`src/rtl/debug_pkg.sv`:
```
// rtl/debug_pkg.sv - shared types and field offsets for the bus-watch debug probe
//
// Purpose : capture-state encodings and the bit layout of the 64-bit debug record
//           that feeds the text overlay.
// Contents: state_t (ST_ARMED/ST_RUN/ST_HOLD), DBG_*_LSB field offsets.
package debug_pkg;

    typedef enum logic [1:0] {
        ST_ARMED = 2'b00,
        ST_RUN   = 2'b01,
        ST_HOLD  = 2'b10
    } state_t;

    // o_debug = {hit_count[15:0], last_addr[15:0], d3, d2, d1, d0}
    localparam int DBG_CNT_LSB  = 48;
    localparam int DBG_ADDR_LSB = 32;
    localparam int DBG_DATA_LSB = 0;

endpackage

```
`src/rtl/debug_sync2.sv`:
```
// rtl/debug_sync2.sv - two-flop level synchroniser with async active-low reset
//
// Purpose : bring an asynchronous level (freeze button / OSD) into the clk domain.
// Ports   : clk        in  1  destination clock
//           i_reset_n  in  1  asynchronous active-low reset
//           i_d        in  1  asynchronous level
//           o_q        out 1  synchronised level, two clocks of latency
module debug_sync2 (
    input  logic clk,
    input  logic i_reset_n,
    input  logic i_d,
    output logic o_q
);

    logic r_meta;
    logic r_sync;

    always_ff @(posedge clk or negedge i_reset_n) begin
        if (!i_reset_n) begin
            r_meta <= 1'b0;
            r_sync <= 1'b0;
        end else begin
            r_meta <= i_d;
            r_sync <= r_meta;
        end
    end

    assign o_q = r_sync;

endmodule

```
`src/rtl/debug_bus_probe.sv`:
```
// rtl/debug_bus_probe.sv - CPU write watcher publishing a per-frame debug record
//
// Purpose : counts CPU write strokes matching an address/mask, keeps the last
//           address and last four data bytes, and publishes the record to the
//           overlay once per frame at vblank start. Continuous or one-shot
//           capture, with clear and freeze.
// Ports   : clk           in  1   system clock
//           i_reset_n     in  1   asynchronous active-low reset
//           i_addr        in  16  CPU address bus
//           i_data        in  8   CPU write data
//           i_wr          in  1   CPU write strobe (level, may span several clk)
//           i_match_addr  in  16  watch address
//           i_match_mask  in  16  1 = bit compared, 0 = don't care
//           i_oneshot     in  1   1 = one-shot capture, 0 = continuous
//           i_clear       in  1   synchronous clear pulse
//           i_freeze      in  1   asynchronous level, 1 = suppress publishing
//           i_v           in  12  current video line
//           o_debug       out 64  published {hit_count, last_addr, d3..d0}
//           o_state       out 2   00 ARMED, 01 RUN, 10 HOLD
//           o_update      out 1   one-clk pulse when o_debug is refreshed
module debug_bus_probe
    import debug_pkg::*;
#(
    parameter logic [11:0] VBLANK_LINE   = 12'd224,
    parameter int          ONESHOT_DEPTH = 4
) (
    input  logic        clk,
    input  logic        i_reset_n,
    input  logic [15:0] i_addr,
    input  logic [7:0]  i_data,
    input  logic        i_wr,
    input  logic [15:0] i_match_addr,
    input  logic [15:0] i_match_mask,
    input  logic        i_oneshot,
    input  logic        i_clear,
    input  logic        i_freeze,
    input  logic [11:0] i_v,
    output logic [63:0] o_debug,
    output logic [1:0]  o_state,
    output logic        o_update
);

    localparam logic [3:0] DEPTH = 4'(ONESHOT_DEPTH);

    // ------------------------------------------------------------------
    // Strobe edge detect and address comparator
    // ------------------------------------------------------------------
    logic r_wr_d;
    logic w_match;
    logic w_hit;

    assign w_match = (((i_addr ^ i_match_addr) & i_match_mask) == 16'h0000);
    assign w_hit   = i_wr & ~r_wr_d & w_match;

    // ------------------------------------------------------------------
    // Capture FSM
    // ------------------------------------------------------------------
    state_t     r_state;
    state_t     w_state_nxt;
    logic [3:0] r_since;
    logic [3:0] w_since_inc;
    logic [3:0] w_since_nxt;
    logic       w_record;

    // since never passes DEPTH, so enabling one-shot late still terminates
    // on the very next hit.
    assign w_since_inc = (r_since >= DEPTH) ? DEPTH : r_since + 4'd1;

    always_ff @(posedge clk or negedge i_reset_n) begin
        if (!i_reset_n) begin
            r_state <= ST_ARMED;
        end else begin
            r_state <= w_state_nxt;
        end
    end

    always_comb begin
        w_state_nxt = r_state;
        if (i_clear) begin
            w_state_nxt = ST_ARMED;
        end else begin
            case (r_state)
                ST_ARMED: begin
                    if (w_hit) begin
                        w_state_nxt = (i_oneshot && DEPTH == 4'd1) ? ST_HOLD : ST_RUN;
                    end
                end
                ST_RUN: begin
                    if (w_hit && i_oneshot && w_since_inc == DEPTH) begin
                        w_state_nxt = ST_HOLD;
                    end
                end
                ST_HOLD: w_state_nxt = ST_HOLD;
                default: w_state_nxt = ST_ARMED;
            endcase
        end
    end

    always_comb begin
        w_record    = 1'b0;
        w_since_nxt = r_since;
        if (i_clear) begin
            w_since_nxt = 4'd0;
        end else begin
            case (r_state)
                ST_ARMED: begin
                    if (w_hit) begin
                        w_record    = 1'b1;
                        w_since_nxt = 4'd1;
                    end
                end
                ST_RUN: begin
                    if (w_hit) begin
                        w_record    = 1'b1;
                        w_since_nxt = w_since_inc;
                    end
                end
                default: begin
                    w_record    = 1'b0;
                    w_since_nxt = r_since;
                end
            endcase
        end
    end

    // ------------------------------------------------------------------
    // Shadow record
    // ------------------------------------------------------------------
    logic [15:0] r_cnt;
    logic [15:0] r_last_addr;
    logic [31:0] r_hist;

    always_ff @(posedge clk or negedge i_reset_n) begin
        if (!i_reset_n) begin
            r_wr_d      <= 1'b0;
            r_since     <= 4'd0;
            r_cnt       <= 16'h0000;
            r_last_addr <= 16'h0000;
            r_hist      <= 32'h0000_0000;
        end else begin
            r_wr_d  <= i_wr;
            r_since <= w_since_nxt;
            if (i_clear) begin
                r_cnt       <= 16'h0000;
                r_last_addr <= 16'h0000;
                r_hist      <= 32'h0000_0000;
            end else if (w_record) begin
                r_cnt       <= (r_cnt == 16'hFFFF) ? r_cnt : r_cnt + 16'd1;
                r_last_addr <= i_addr;
                r_hist      <= {r_hist[23:0], i_data};
            end
        end
    end

    // ------------------------------------------------------------------
    // Freeze synchroniser and per-frame publish
    // ------------------------------------------------------------------
    logic        w_freeze_s;
    logic [11:0] r_v_d;
    logic        w_vb;
    logic [63:0] r_debug;
    logic        r_update;

    debug_sync2 u_freeze_sync (
        .clk       (clk),
        .i_reset_n (i_reset_n),
        .i_d       (i_freeze),
        .o_q       (w_freeze_s)
    );

    assign w_vb = (i_v == VBLANK_LINE) && (r_v_d != VBLANK_LINE);

    // Publish samples the shadow as it stands before this edge, so a hit or
    // clear landing in the publish cycle does not affect this frame's record.
    always_ff @(posedge clk or negedge i_reset_n) begin
        if (!i_reset_n) begin
            r_v_d    <= 12'h000;
            r_debug  <= 64'h0;
            r_update <= 1'b0;
        end else begin
            r_v_d    <= i_v;
            r_update <= w_vb & ~w_freeze_s;
            if (w_vb && !w_freeze_s) begin
                r_debug[DBG_CNT_LSB  +: 16] <= r_cnt;
                r_debug[DBG_ADDR_LSB +: 16] <= r_last_addr;
                r_debug[DBG_DATA_LSB +: 32] <= r_hist;
            end
        end
    end

    assign o_debug  = r_debug;
    assign o_update = r_update;
    assign o_state  = r_state;

endmodule
```
`config.mk`:
```
export PLATFORM = sky130hd
export DESIGN_NAME = debug_bus_probe
export DESIGN_NICKNAME = d
export VERILOG_FILES = /design/src/rtl/debug_pkg.sv /design/src/rtl/debug_sync2.sv /design/src/rtl/debug_bus_probe.sv
export SDC_FILE = /design/constraint.sdc
export NUM_CORES = 1
export LEC_CHECK = 0
export ABC_AREA = 1
export CAP_MARGIN = 20
export CELL_PAD_IN_SITES_DETAIL_PLACEMENT = 0
export CELL_PAD_IN_SITES_GLOBAL_PLACEMENT = 2
export CORE_ASPECT_RATIO = 1.1
export CORE_MARGIN = 2
export CORE_UTILIZATION = 31
export CTS_BUF_LIST = sky130_fd_sc_hd__clkbuf_8
export DETAILED_ROUTE_END_ITERATION = 12
export PLACE_DENSITY_LB_ADDON = 0.3
export RECOVER_POWER = 100
export SKIP_LAST_GASP = 1
export SLEW_MARGIN = 15
export SYNTH_ARGS = -nofsm -noshare
export SYNTH_HDL_FRONTEND = slang
export SYNTH_SLANG_ARGS = --single-unit
```
`constraint.sdc`:
```
create_clock -name clk -period 2 [get_ports clk]
set_input_delay 0.4 -clock clk [delete_from_list [all_inputs] [get_ports clk]]
set_output_delay 0.4 -clock clk [all_outputs]
set_load 0.02 [all_outputs]
```
==> results.env <==
TIMING.FINAL.CRIT_PERIOD_NS=1.93
CRIT_REQUIRED_NS=2.33
SYNTH-ASYNC-RESET-RATIO=1.00
POWER_LEAKAGE_nW=4.74
STARTING_DENSITY_OF_THE_CORE=0.318
DESIGN.CORE.AREA_UM2=21400
ROUTEDWLPERCELL_UM=14.9
GRT_UTIL_MET1=0.201
ARRIVAL_TIME_OF_DATA_AT_THE_CRITICAL_PATH_ENDPOINT_NS=2.26
OUTCOME='finished, final reports clean'
GLOBAL_ROUTE.USAGE.TOTAL=0.165
GLOBAL_ROUTE.USAGE.MET2=0.297
PIN_COUNT_OF_THE_BIGGEST_NET_ENTERING_GLOBAL_ROUTING=48
DETAIL_ROUTE.FIRST_PASS.ITERATIONS=4
GRT_ANTENNA_BEFORE_REPAIR=0
NUMCTSBUFFERS=17
INITIAL_DRC_COUNT=311
TIMING.FINAL.MAX_SLEW_VIOLATIONS=0
HOLD_PATH_CLASS='reg -> reg'
WORST_SETUP_PATH_START_KIND='input pin'
NETSWITCHINGFRACTION=0.309
FIN_NETS=1043
IOS=141
DIE_WIDTH_UM=145
TIMING.FINAL.WS_SETUP_NS=0.0725
LAYOUT.CELLS.NON_FILLER=1267
PWR-SHARE-CLK=0.341
POWER_SWITCHING_W=0.00200
FINALCRITPERIODSHARE=0.964
CLK_LATENCY_NS=0.45
CTS_ROOT_BUFFER='clkbuf_8'
SYNTH_CELLS=801
POWERDENSITY_nW_PER_UM2=701
NUMBER_OF_MAX_CAPACITANCE_VIOLATIONS_REPORTED=0
GRT_PASS1_VIAS=5832
DIE-HEIGHT_UM=160
POWER_REPORT.INTERNAL_TOTAL_W=0.00447
GRT_PASS1_WL_UM=30900
CTSHTREEMAXLEVEL=4
SYNTHESIS.YOSYS.WARNINGS=0
GRTUSAGEMET3=0.0358
SEQUENTIAL_AREA_SHARE_AFTER_SYNTHESIS=0.550
TOTAL_POWER_W=0.00646
SYN_AVG_CELL_AREA_UM2=8.52
SYNTHTOPCELLSBYAREA='dfrtp_1, nand2_1, nand4_1, nand3_1, nor2_1'
DPL_WORST_SLACK_NS=-0.430
TIMING.CRITICAL_PATH.FANOUT_MAX=38
WORST-SLEW-PIN-TRANSITION_NS=1.00
N_ANTENNA_CELL=0
YOSYS.CELL_TYPES.COUNT=33
SYNTH_ENABLE_FLOP_CELLS=0
DRT_DRC_VIOLATIONS_LEFT=0
IR_WORST_VDD_V=0.000458
MAX_FREQ_MHz=519
GRT_SETUP_UNREPAIRED='no'
NUMBER_OF_BUFFERS_ADDED_ON_PORTS=140
FIN_WORST_SKEW_NS=0.0176
NUMBER_OF_FILLER_INSTANCES_IN_THE_FINAL_LAYOUT=2177
VIAS_PER_CELL=4.63
PLACEMENT_ROWS=56
CLKSLEWWORSTSETUPHOLDPATHS_NS=0.10
SYNTH_TOP_AREA_CELL='dfrtp_1'
CTS_SINKS=150
HOLD_VIOL_FINAL=0
CRIT_PATH_END_KIND='flip-flop'
GRT-BUSIEST-LAYER='met2'
MAX-SLEW-MARGIN-REL=0.334
PLACE.DETAILED.INSTANCES=1233
CTS_TREE='yes'
DIE-AREA_UM2=23200
POSTSYNTHREGISTERBITS=150
ANTENNA_VIOLATING_NETS_POST_ROUTE=0
LAYOUT-AREA-OVERHEAD-VS-SYNTH_PCT=35.2
SYN_NETS=880
WL_UM=18800
YS_TOP_CELLS_BY_COUNT='nand2_1, dfrtp_1, nand4_1, nand3_1, nor2_1'
POST_SYNTH_INSTANCE_AREA_UM2=6820
CLOCKBUFFERDEPTH=2
SYNTH_TOP_CELL_AREA_SHARE=0.550
CELL_WITH_THE_MOST_INSTANCES_AFTER_SYNTHESIS='nand2_1'
YS.FLOP_TYPE='dfrtp_1'
DRIVE_GT1_FRAC=0.113
GLOBAL_ROUTE.OVERFLOW_TOTAL=0
ROUTED_VIAS=5864
SETUP_VIOL=0
PLACE_CONGESTION=0.777
POWER.COMBINATIONAL.FRACTION=0.174
HPWL_UM=13200
SEQ_POWER_SHARE=0.485
SETUP.WORST_PATH.CLASS='in -> reg'
## flip-flops by register name (all words and copies together), names as in the netlist, 2 cells and up
register and cells:
o_debug 64, r_hist 32, r_cnt 16, r_last_addr 16
r_v_d 12, r_since 4, o_state 2
## layout by cell type, fill, tap and decap left out, drive strengths merged
cell type,n
a21boi,1
a21oi,1
buf,43
clkbuf,25
clkdlybuf4s50,79
clkinv,8
dfrtp,150
dlygate4sd3,61
ha,5
inv,41
nand2,319
nand3,76
nand3b,1
nand4,73
nor2,50
nor3,10
nor3b,1
nor4,3
o2111ai,1
o21ai,14
or2,6
or3,1
xor2,8
## power by group through the flow
| stage | registers [W] | clock network (W) | logic (W) |
|---|---|---|---|
| after global routing | 0.00314 | 0.00242 | 0.00124 |
| after global placement | 0.00320 | 0 | 0.00114 |
| after CTS | 0.00314 | 0.00230 | 0.00114 |
| final | 0.00314 | 0.00220 | 0.00112 |
| after floorplan | 0.00321 | 0 | 0.000534 |
| after detailed placement | 0.00320 | 0 | 0.00114 |
## metrics by stage
step / cell area [um2] / setup TNS, ns / hold WS (ns) / util
global route: 9220 / 0 / 0.389 / 0.430
floorplan: 6820 / 0 / 0.104 / -
finish: 9220 / 0 / 0.360 / 0.430
CTS: 9230 / 0 / 0.358 / 0.431
global placement: 8850 / -36.12 / 0.336 / 0.413
detailed placement: 8850 / -36.42 / 0.333 / 0.413
## metal layers
layer	vias up	share of wire
li1	2958	-
met1	2771	0.43
met2	123	0.53
met3	12	0.036
met4	0	0.011
met5	-	0
## worst max-delay path: stages
cell	delay, ns
dlygate4sd3_1	0.54
or3_1	0.38
nor3_1	0.21
nand2_2	0.13
clkbuf_4	0.36
nand2_1	0.16
nand2_1	0.06
## path summary, 6_finish.rpt
check	startpoint	to	slack (ns)	cells after the start
setup / recovery	i_v[11]	o_debug[26]	0.07	7
hold / removal	u_freeze_sync.r_meta	u_freeze_sync.o_q	0.36	0
setup reg to reg	r_cnt[1]	r_cnt[10]	0.19	7
hold reg to reg	u_freeze_sync.r_meta	u_freeze_sync.o_q	0.36	0
max in group asynchronous	i_reset_n	o_debug[32]	0.30	3
min in group asynchronous	i_reset_n	o_debug[11]	0.65	2
## cell type report
class,instances,area [um2],share of cell area
Timing Repair Buffer,189,1920,0.208
Clock buffer,19,262,0.0284
Tap cell,290,363,0.0393
Multi-Input combinational cell,570,2680,0.290
Inverter,36,141,0.0153
Sequential cell,150,3750,0.407
Clock inverter,13,108,0.0117
## repair_timing
item | in CTS | in global routing
setup endpoints to repair | 0 | 51
hold endpoints to repair | 34 | 0
hold buffers | 1 | 0
gates resized for setup | 0 | 3
buffers inserted | 0 | 0
## kinds of logic (layout without fill, tap and decap cells)
logic type / count (synthesis) / in the layout / share of synthesized area
flops: 150 / 150 / 0.550
compound gates: 17 / 17 / 0.0134
buf+inv: 81 / 257 / 0.0574
simple gates: 540 / 540 / 0.360
xor+xnor: 8 / 8 / 0.0103
fa+ha+maj: 5 / 5 / 0.00917
Note: power is estimated with default switching activity, not from simulation.
